--- src/rtl/present_encryptor_core_if.sv ---
// Host-side bus of the PRESENT-80 encryptor: shared key/plaintext input,
// load strobes, ciphertext register and completion pulse.
interface present_encryptor_core_if;
  logic [79:0] data_i;
  logic        key_load;
  logic        data_load;
  logic [63:0] data_o;
  logic        done_o;

  modport master (
    output data_i,
    output key_load,
    output data_load,
    input  data_o,
    input  done_o
  );

  modport slave (
    input  data_i,
    input  key_load,
    input  data_load,
    output data_o,
    output done_o
  );
endinterface

--- src/rtl/present_encryptor_core.sv ---
// Iterative PRESENT-80 encryption core: one round per clock, 31 rounds plus a
// final whitening edge, so ciphertext appears 32 edges after data_load.
module present_encryptor_core (
  input  logic                            clk_i,
  input  logic                            rst_i,
  present_encryptor_core_if.slave         bus
);

  typedef enum logic {
    ST_IDLE = 1'b0,
    ST_RUN  = 1'b1
  } fsm_e;

  fsm_e        fsm_q,        fsm_d;
  logic [79:0] master_key_q, master_key_d;
  logic [79:0] round_key_q,  round_key_d;
  logic [63:0] state_q,      state_d;
  logic [4:0]  round_ctr_q,  round_ctr_d;
  logic [63:0] data_o_q,     data_o_d;
  logic        done_q,       done_d;

  function automatic logic [3:0] sbox(input logic [3:0] x);
    logic [3:0] y;
    case (x)
      4'h0: y = 4'hC;
      4'h1: y = 4'h5;
      4'h2: y = 4'h6;
      4'h3: y = 4'hB;
      4'h4: y = 4'h9;
      4'h5: y = 4'h0;
      4'h6: y = 4'hA;
      4'h7: y = 4'hD;
      4'h8: y = 4'h3;
      4'h9: y = 4'hE;
      4'hA: y = 4'hF;
      4'hB: y = 4'h8;
      4'hC: y = 4'h4;
      4'hD: y = 4'h7;
      4'hE: y = 4'h1;
      4'hF: y = 4'h2;
      default: y = 4'h0;
    endcase
    return y;
  endfunction

  function automatic logic [63:0] s_layer(input logic [63:0] x);
    logic [63:0] y;
    y = 64'h0;
    for (int n = 0; n < 16; n++) begin
      y[n*4 +: 4] = sbox(x[n*4 +: 4]);
    end
    return y;
  endfunction

  function automatic logic [63:0] p_layer(input logic [63:0] x);
    logic [63:0] y;
    y = 64'h0;
    for (int j = 0; j < 63; j++) begin
      y[6'((j * 16) % 63)] = x[j];
    end
    y[63] = x[63];
    return y;
  endfunction

  // Rotate left by 61 is the same as rotate right by 19 on an 80-bit word.
  function automatic logic [79:0] key_upd(input logic [79:0] k, input logic [4:0] rc);
    logic [79:0] r;
    r          = {k[18:0], k[79:19]};
    r[79:76]   = sbox(r[79:76]);
    r[19:15]   = r[19:15] ^ rc;
    return r;
  endfunction

  // State register with synchronous reset.
  always_ff @(posedge clk_i) begin
    if (rst_i) begin
      fsm_q        <= ST_IDLE;
      master_key_q <= 80'h0;
      round_key_q  <= 80'h0;
      state_q      <= 64'h0;
      round_ctr_q  <= 5'd0;
      data_o_q     <= 64'h0;
      done_q       <= 1'b0;
    end else begin
      fsm_q        <= fsm_d;
      master_key_q <= master_key_d;
      round_key_q  <= round_key_d;
      state_q      <= state_d;
      round_ctr_q  <= round_ctr_d;
      data_o_q     <= data_o_d;
      done_q       <= done_d;
    end
  end

  // Next-state logic: loads take priority over an active run, key_load over data_load.
  always_comb begin
    fsm_d        = fsm_q;
    master_key_d = master_key_q;
    round_key_d  = round_key_q;
    state_d      = state_q;
    round_ctr_d  = round_ctr_q;
    data_o_d     = data_o_q;
    done_d       = 1'b0;
    if (bus.key_load) begin
      master_key_d = bus.data_i;
      round_key_d  = bus.data_i;
      fsm_d        = ST_IDLE;
    end else if (bus.data_load) begin
      state_d      = bus.data_i[63:0];
      round_key_d  = master_key_q;
      round_ctr_d  = 5'd1;
      fsm_d        = ST_RUN;
    end else if (fsm_q == ST_RUN) begin
      // Counter wraps 31 -> 0; a zero count while running marks the whitening edge.
      if (round_ctr_q == 5'd0) begin
        data_o_d = state_q ^ round_key_q[79:16];
        done_d   = 1'b1;
        fsm_d    = ST_IDLE;
      end else begin
        state_d     = p_layer(s_layer(state_q ^ round_key_q[79:16]));
        round_key_d = key_upd(round_key_q, round_ctr_q);
        round_ctr_d = round_ctr_q + 5'd1;
      end
    end else begin
      fsm_d = ST_IDLE;
    end
  end

  assign bus.data_o = data_o_q;
  assign bus.done_o = done_q;

endmodule

--- src/flat_wrapper.sv ---
// flat-port wrapper written by rule: the top's interface ports become plain ports
module present_encryptor_core_flat 
  (clk_i, rst_i, bus_data_i, bus_key_load, bus_data_load, bus_data_o, bus_done_o);
  present_encryptor_core_if bus_i ();
  input  logic clk_i;
  input  logic rst_i;
  input wire logic [$bits(bus_i.data_i)-1:0] bus_data_i;
  input wire logic [$bits(bus_i.key_load)-1:0] bus_key_load;
  input wire logic [$bits(bus_i.data_load)-1:0] bus_data_load;
  output wire logic [$bits(bus_i.data_o)-1:0] bus_data_o;
  output wire logic [$bits(bus_i.done_o)-1:0] bus_done_o;
  assign bus_i.data_i = bus_data_i;
  assign bus_i.key_load = bus_key_load;
  assign bus_i.data_load = bus_data_load;
  assign bus_data_o = bus_i.data_o;
  assign bus_done_o = bus_i.done_o;
  present_encryptor_core u_core (.clk_i(clk_i), .rst_i(rst_i), .bus(bus_i));
endmodule
--- config.mk ---
export PLATFORM = sky130hd
export DESIGN_NAME = present_encryptor_core_flat
export DESIGN_NICKNAME = d
export VERILOG_FILES = /design/src/rtl/present_encryptor_core_if.sv /design/src/rtl/present_encryptor_core.sv /design/src/flat_wrapper.sv
export SDC_FILE = /design/constraint.sdc
export NUM_CORES = 1
export LEC_CHECK = 0
export BUFFER_PORTS_ARGS = -buffer_cell sky130_fd_sc_hd__clkbuf_2
export CORE_UTILIZATION = 35
export CTS_CLUSTER_SIZE = 10
export DETAILED_ROUTE_END_ITERATION = 7
export PLACE_DENSITY = 0.49
export SETUP_SLACK_MARGIN = 0.5
export SLEW_MARGIN = 5
export SYNTH_ARGS = -nofsm -noshare
export SYNTH_HDL_FRONTEND = slang
export SYNTH_SLANG_ARGS = --single-unit
--- constraint.sdc ---
create_clock -name clk_i -period 6.35 [get_ports clk_i]
set_input_delay 0.3175 -clock clk_i [delete_from_list [all_inputs] [get_ports clk_i]]
set_output_delay 0.3175 -clock clk_i [all_outputs]
set_load 0.02 [all_outputs]
==> impl_summary.log <==
INFO  metric status = completed
INFO  metric syn-num-nets = 1700
INFO  metric power_density = 293 nW/µm²
INFO  metric grt_antenna_before_repair = 4
INFO  metric overflow = 0
INFO  metric netlist_instances = 1575
INFO  metric part_of_the_cycle_the_worst_path_needs = 50.0%
INFO  metric route.detailed.vias_per_inst = 5.21
INFO  metric clkSlewWorstSetupHoldPaths = 0.06 ns
INFO  metric detailedRoute.firstPassIterationCount = 5
INFO  metric cap_viol_max_count = 0
INFO  metric worst_setup_path_start_kind = flop
INFO  metric chip_height = around 200 µm
INFO  metric power_leakage = 6.97 nW
INFO  metric design_area = approximately 16000 µm²
INFO  metric final_antenna_net_count = 0
INFO  metric drcViolationCount = 0
INFO  metric worst_pin_slew = 1.07 ns
INFO  metric yosysSeqAreaShare = a little over two fifths
INFO  metric setup_viol_count_final = 0
INFO  metric tritoncts = built
INFO  metric min_period = 3.17 ns
INFO  metric worstPathCellList = inv_1 > ha_1 > nor4b_2 > o21ai_4 > buf_4 > a221oi_2 > inv_1 > ha_1 > nor2_1 > mux2i_1 > mux2_2
INFO  metric placement.io_buffers = 148
INFO  metric worst_ir_drop_vdd = 0.142 mV
INFO  metric core.rowCount = 73
INFO  metric cts-root-to-sink-buffers = 3
INFO  metric worst_setup_path_end_kind = flop
INFO  metric totalNegativeSetupSlack = 0 ns
INFO  metric drt-initial-drc-count = 733
INFO  metric r2r.worst_path.cells = 11
INFO  metric postPlaceCellArea = ~15000 µm²
INFO  metric fin_skew = 0.0197 ns
INFO  metric die_area = 41100 µm²
INFO  metric post_synthesis_sequential_element_count = 299
INFO  metric crit_path_top_delay_cell = sky130_fd_sc_hd__nor4b_2
INFO  metric grt_pass1_vias = 10900
INFO  metric grt_pass1_wl = 68500 µm
INFO  metric critPathKind = reg -> reg
INFO  metric num-nets-final = 1782
INFO  metric cts_setup_buffers = 0
INFO  metric grt_setup_unrepaired = no
INFO  metric cts.sinks = ~300
INFO  metric layout-drive-gt1-share = between 10% and 20%
INFO  metric report.power.total = 4.79 mW
INFO  metric place_worst_setup_slack = 2.93 ns
INFO  metric critPathArrivalTime = 3.60 ns
INFO  metric yosys.cell_types.count = 47
INFO  metric hold_buf_count_cts = 0
INFO  metric crit_cells = 11
INFO  metric synthesis.area = approximately 14000 µm²
INFO  metric antennaDiodeCount = 0
INFO  metric finalWorstSetupSlack = 3.18 ns
INFO  metric vias = 11500
INFO  metric worst_path_largest_cell_delay = between 0.5 and 0.6 ns
INFO  metric post_cts_resized = 0
INFO  metric post_synth_main_area_contributors = sky130_fd_sc_hd__dfxtp_1 (42%), sky130_fd_sc_hd__mux2i_1 (9.4%), sky130_fd_sc_hd__nand2_1 (5.7%), sky130_fd_sc_hd__nor2_1 (4.9%), sky130_fd_sc_hd__a21oi_1 (4.1%)
INFO  metric slew_violations = 0
INFO  metric routed_wl = 45200 µm
INFO  metric clk_latency = 0.55 ns
INFO  metric hold_depth = 3
INFO  metric area_growth = 15.8%
INFO  metric grt_max_degree = around 120
INFO  metric required = 6.78 ns
INFO  metric core_area = 39700 µm²
INFO  metric final.hold.worst_slack = between 0.03 and 0.04 ns
INFO  metric gpl.final_weighted_congestion = 0.789
INFO  metric ctsHtreeMaxLevel = 2
INFO  metric min-delay-path-class = in -> reg
INFO  metric yosysTopAreaCellShare = 42.5%
INFO  metric relSlewSlack = around 29%
INFO  metric yosys.area.top_type = sky130_fd_sc_hd__dfxtp_1
INFO  metric drt-wirelength-per-cell = 20.6 µm
INFO  metric starting_density = 35.5%
INFO  metric tritoncts.num_buffers = 37
INFO  metric cp_num_buf_inv = 3
INFO  metric chipWidth = 203 µm
INFO  metric largest_fanout_on_the_critical_path = 30
INFO  metric globalRouteTotalUtil = a little over a fifth
INFO  metric hpwl = about 31000 µm
INFO  metric io-pin-count = 149
INFO  metric cts.root.buffer_cell = sky130_fd_sc_hd__clkbuf_16
INFO  metric synth-warning-count = 0
INFO  metric clock.fmax = 0.315 GHz
INFO  metric synth_area_per_cell = 8.95 µm²
INFO  metric path_delay_family = compound AO/OA/AOI/OAI gates
INFO  metric final-hold-violation-count = 0
==> synth_stat cells (all sizes together) <==
cell / number
xor2: 26
o211ai: 71
a2111oi: 1
a221oi: 4
a211oi: 41
a21boi: 1
dfxtp: 299
a221o: 1
ha: 41
mux4: 16
o211a: 16
a21o: 2
clkbuf: 93
nand2: 213
inv: 58
nor4: 1
o21a: 2
nand2b: 11
o221ai: 1
and3: 2
a31oi: 2
nor2: 185
or4b: 1
and2: 2
or3: 2
nor3: 26
xnor2: 61
buf: 27
a32oi: 1
mux2i: 132
o31ai: 1
a222oi: 22
a311oi: 2
nand3: 35
mux2: 36
a21oi: 116
o21ai: 20
nor2b: 2
o22ai: 1
nor4b: 1
==> cell type report <==
cell class | count | area, µm²
clock inverters | 2 | 38.8
fillers | 4100 | 23400
multi-input cells | 1098 | 7480
repair buffers | 163 | 883
well taps | 525 | 657
inverters | 58 | 220
clock buffers | 53 | 1060
flip-flops and latches | 299 | 5990
==> final timing paths <==
check | from | to | slack, ns
worst min register to register | u_core.round_key_q[11] | u_core.round_key_q[11] | 0.46
worst max-delay path | u_core.round_ctr_q[0] | flop | 3.18
worst min-delay path | bus_data_i[70] | u_core.master_key_q[70] | 0.03
worst max register to register | u_core.round_ctr_q[0] | flop | 3.18
==> cells by family after synthesis <==
kind of cell | count (synthesis) | share of synthesized area, %
buf+inv | 178 | 4.86
mux | 184 | 14.9
flops | 299 | 42.5
xor+xnor | 87 | 5.41
compound gates | 305 | 14.9
fa+ha+maj | 41 | 3.64
simple gates | 481 | 13.9
==> registers in the layout, summed over array words and instances, names as in the netlist, named ones only <==
name	count
u_core.fsm_q	1
u_core.bus.done_o	1
u_core.round_key_q	80
u_core.state_q	64
u_core.round_ctr_q	5
u_core.master_key_q	80
u_core.bus.data_o	64
==> where the power goes <==
part	leakage (nW)	total, mW	switching [mW]	internal, mW
clock	0.534	1.98	0.801	1.18
combinational	3.98	0.728	0.435	0.293
sequential	2.45	2.08	0.0950	1.98
total	6.97	4.79	1.33	3.46
==> layout by cell type, fill, tap and decap left out, types with 4 or more instances in the layout <==
master / count
sky130_fd_sc_hd__a211oi_1: 41
sky130_fd_sc_hd__a21oi_1: 116
sky130_fd_sc_hd__a222oi_1: 22
sky130_fd_sc_hd__buf_4: 15
sky130_fd_sc_hd__clkbuf_1: 11
sky130_fd_sc_hd__clkbuf_16: 39
sky130_fd_sc_hd__clkbuf_2: 145
sky130_fd_sc_hd__clkbuf_8: 4
sky130_fd_sc_hd__dfxtp_1: 299
sky130_fd_sc_hd__ha_1: 41
sky130_fd_sc_hd__inv_1: 56
sky130_fd_sc_hd__mux2_2: 34
sky130_fd_sc_hd__mux2i_1: 132
sky130_fd_sc_hd__mux4_2: 16
sky130_fd_sc_hd__nand2_1: 213
sky130_fd_sc_hd__nand2b_1: 11
sky130_fd_sc_hd__nand3_1: 34
sky130_fd_sc_hd__nor2_1: 184
sky130_fd_sc_hd__nor3_1: 26
sky130_fd_sc_hd__o211a_1: 16
sky130_fd_sc_hd__o211ai_1: 71
sky130_fd_sc_hd__o21ai_0: 18
sky130_fd_sc_hd__xnor2_1: 61
sky130_fd_sc_hd__xor2_1: 26
==> layer usage <==
| metal | up-vias | wire, µm | part of all wire [%] | GRT usage, % |
|---|---|---|---|---|
| met5 | - | 13 | 0.029 | 0 |
| met3 | 61 | 2070 | 4.6 | 4.01 |
| met1 | 5538 | 21300 | 47 | 30.3 |
| met2 | 262 | 20700 | 46 | 34.7 |
| met4 | 2 | 1190 | 2.6 | 6.82 |
| li1 | 5598 | - | - | - |
==> worst reg2reg max path: cells and delay by family (launching register included) <==
kind,cells,cell delay (ns)
compound gates,2,0.77
simple gates,2,0.61
buf+inv,3,0.59
fa+ha+maj,2,0.39
flops,1,0.36
mux,2,0.34
==> per-stage QoR <==
stage / std cells / util, %
2_1_floorplan: 1575 / -
3_3_place_gp: 2143 / 38.3
3_5_place_dp: 2143 / 38.3
4_1_cts: 2198 / 41.1
5_1_grt: 2198 / 41.1
6_report: 2198 / 41.1
Power figures use the tool's default switching activity.
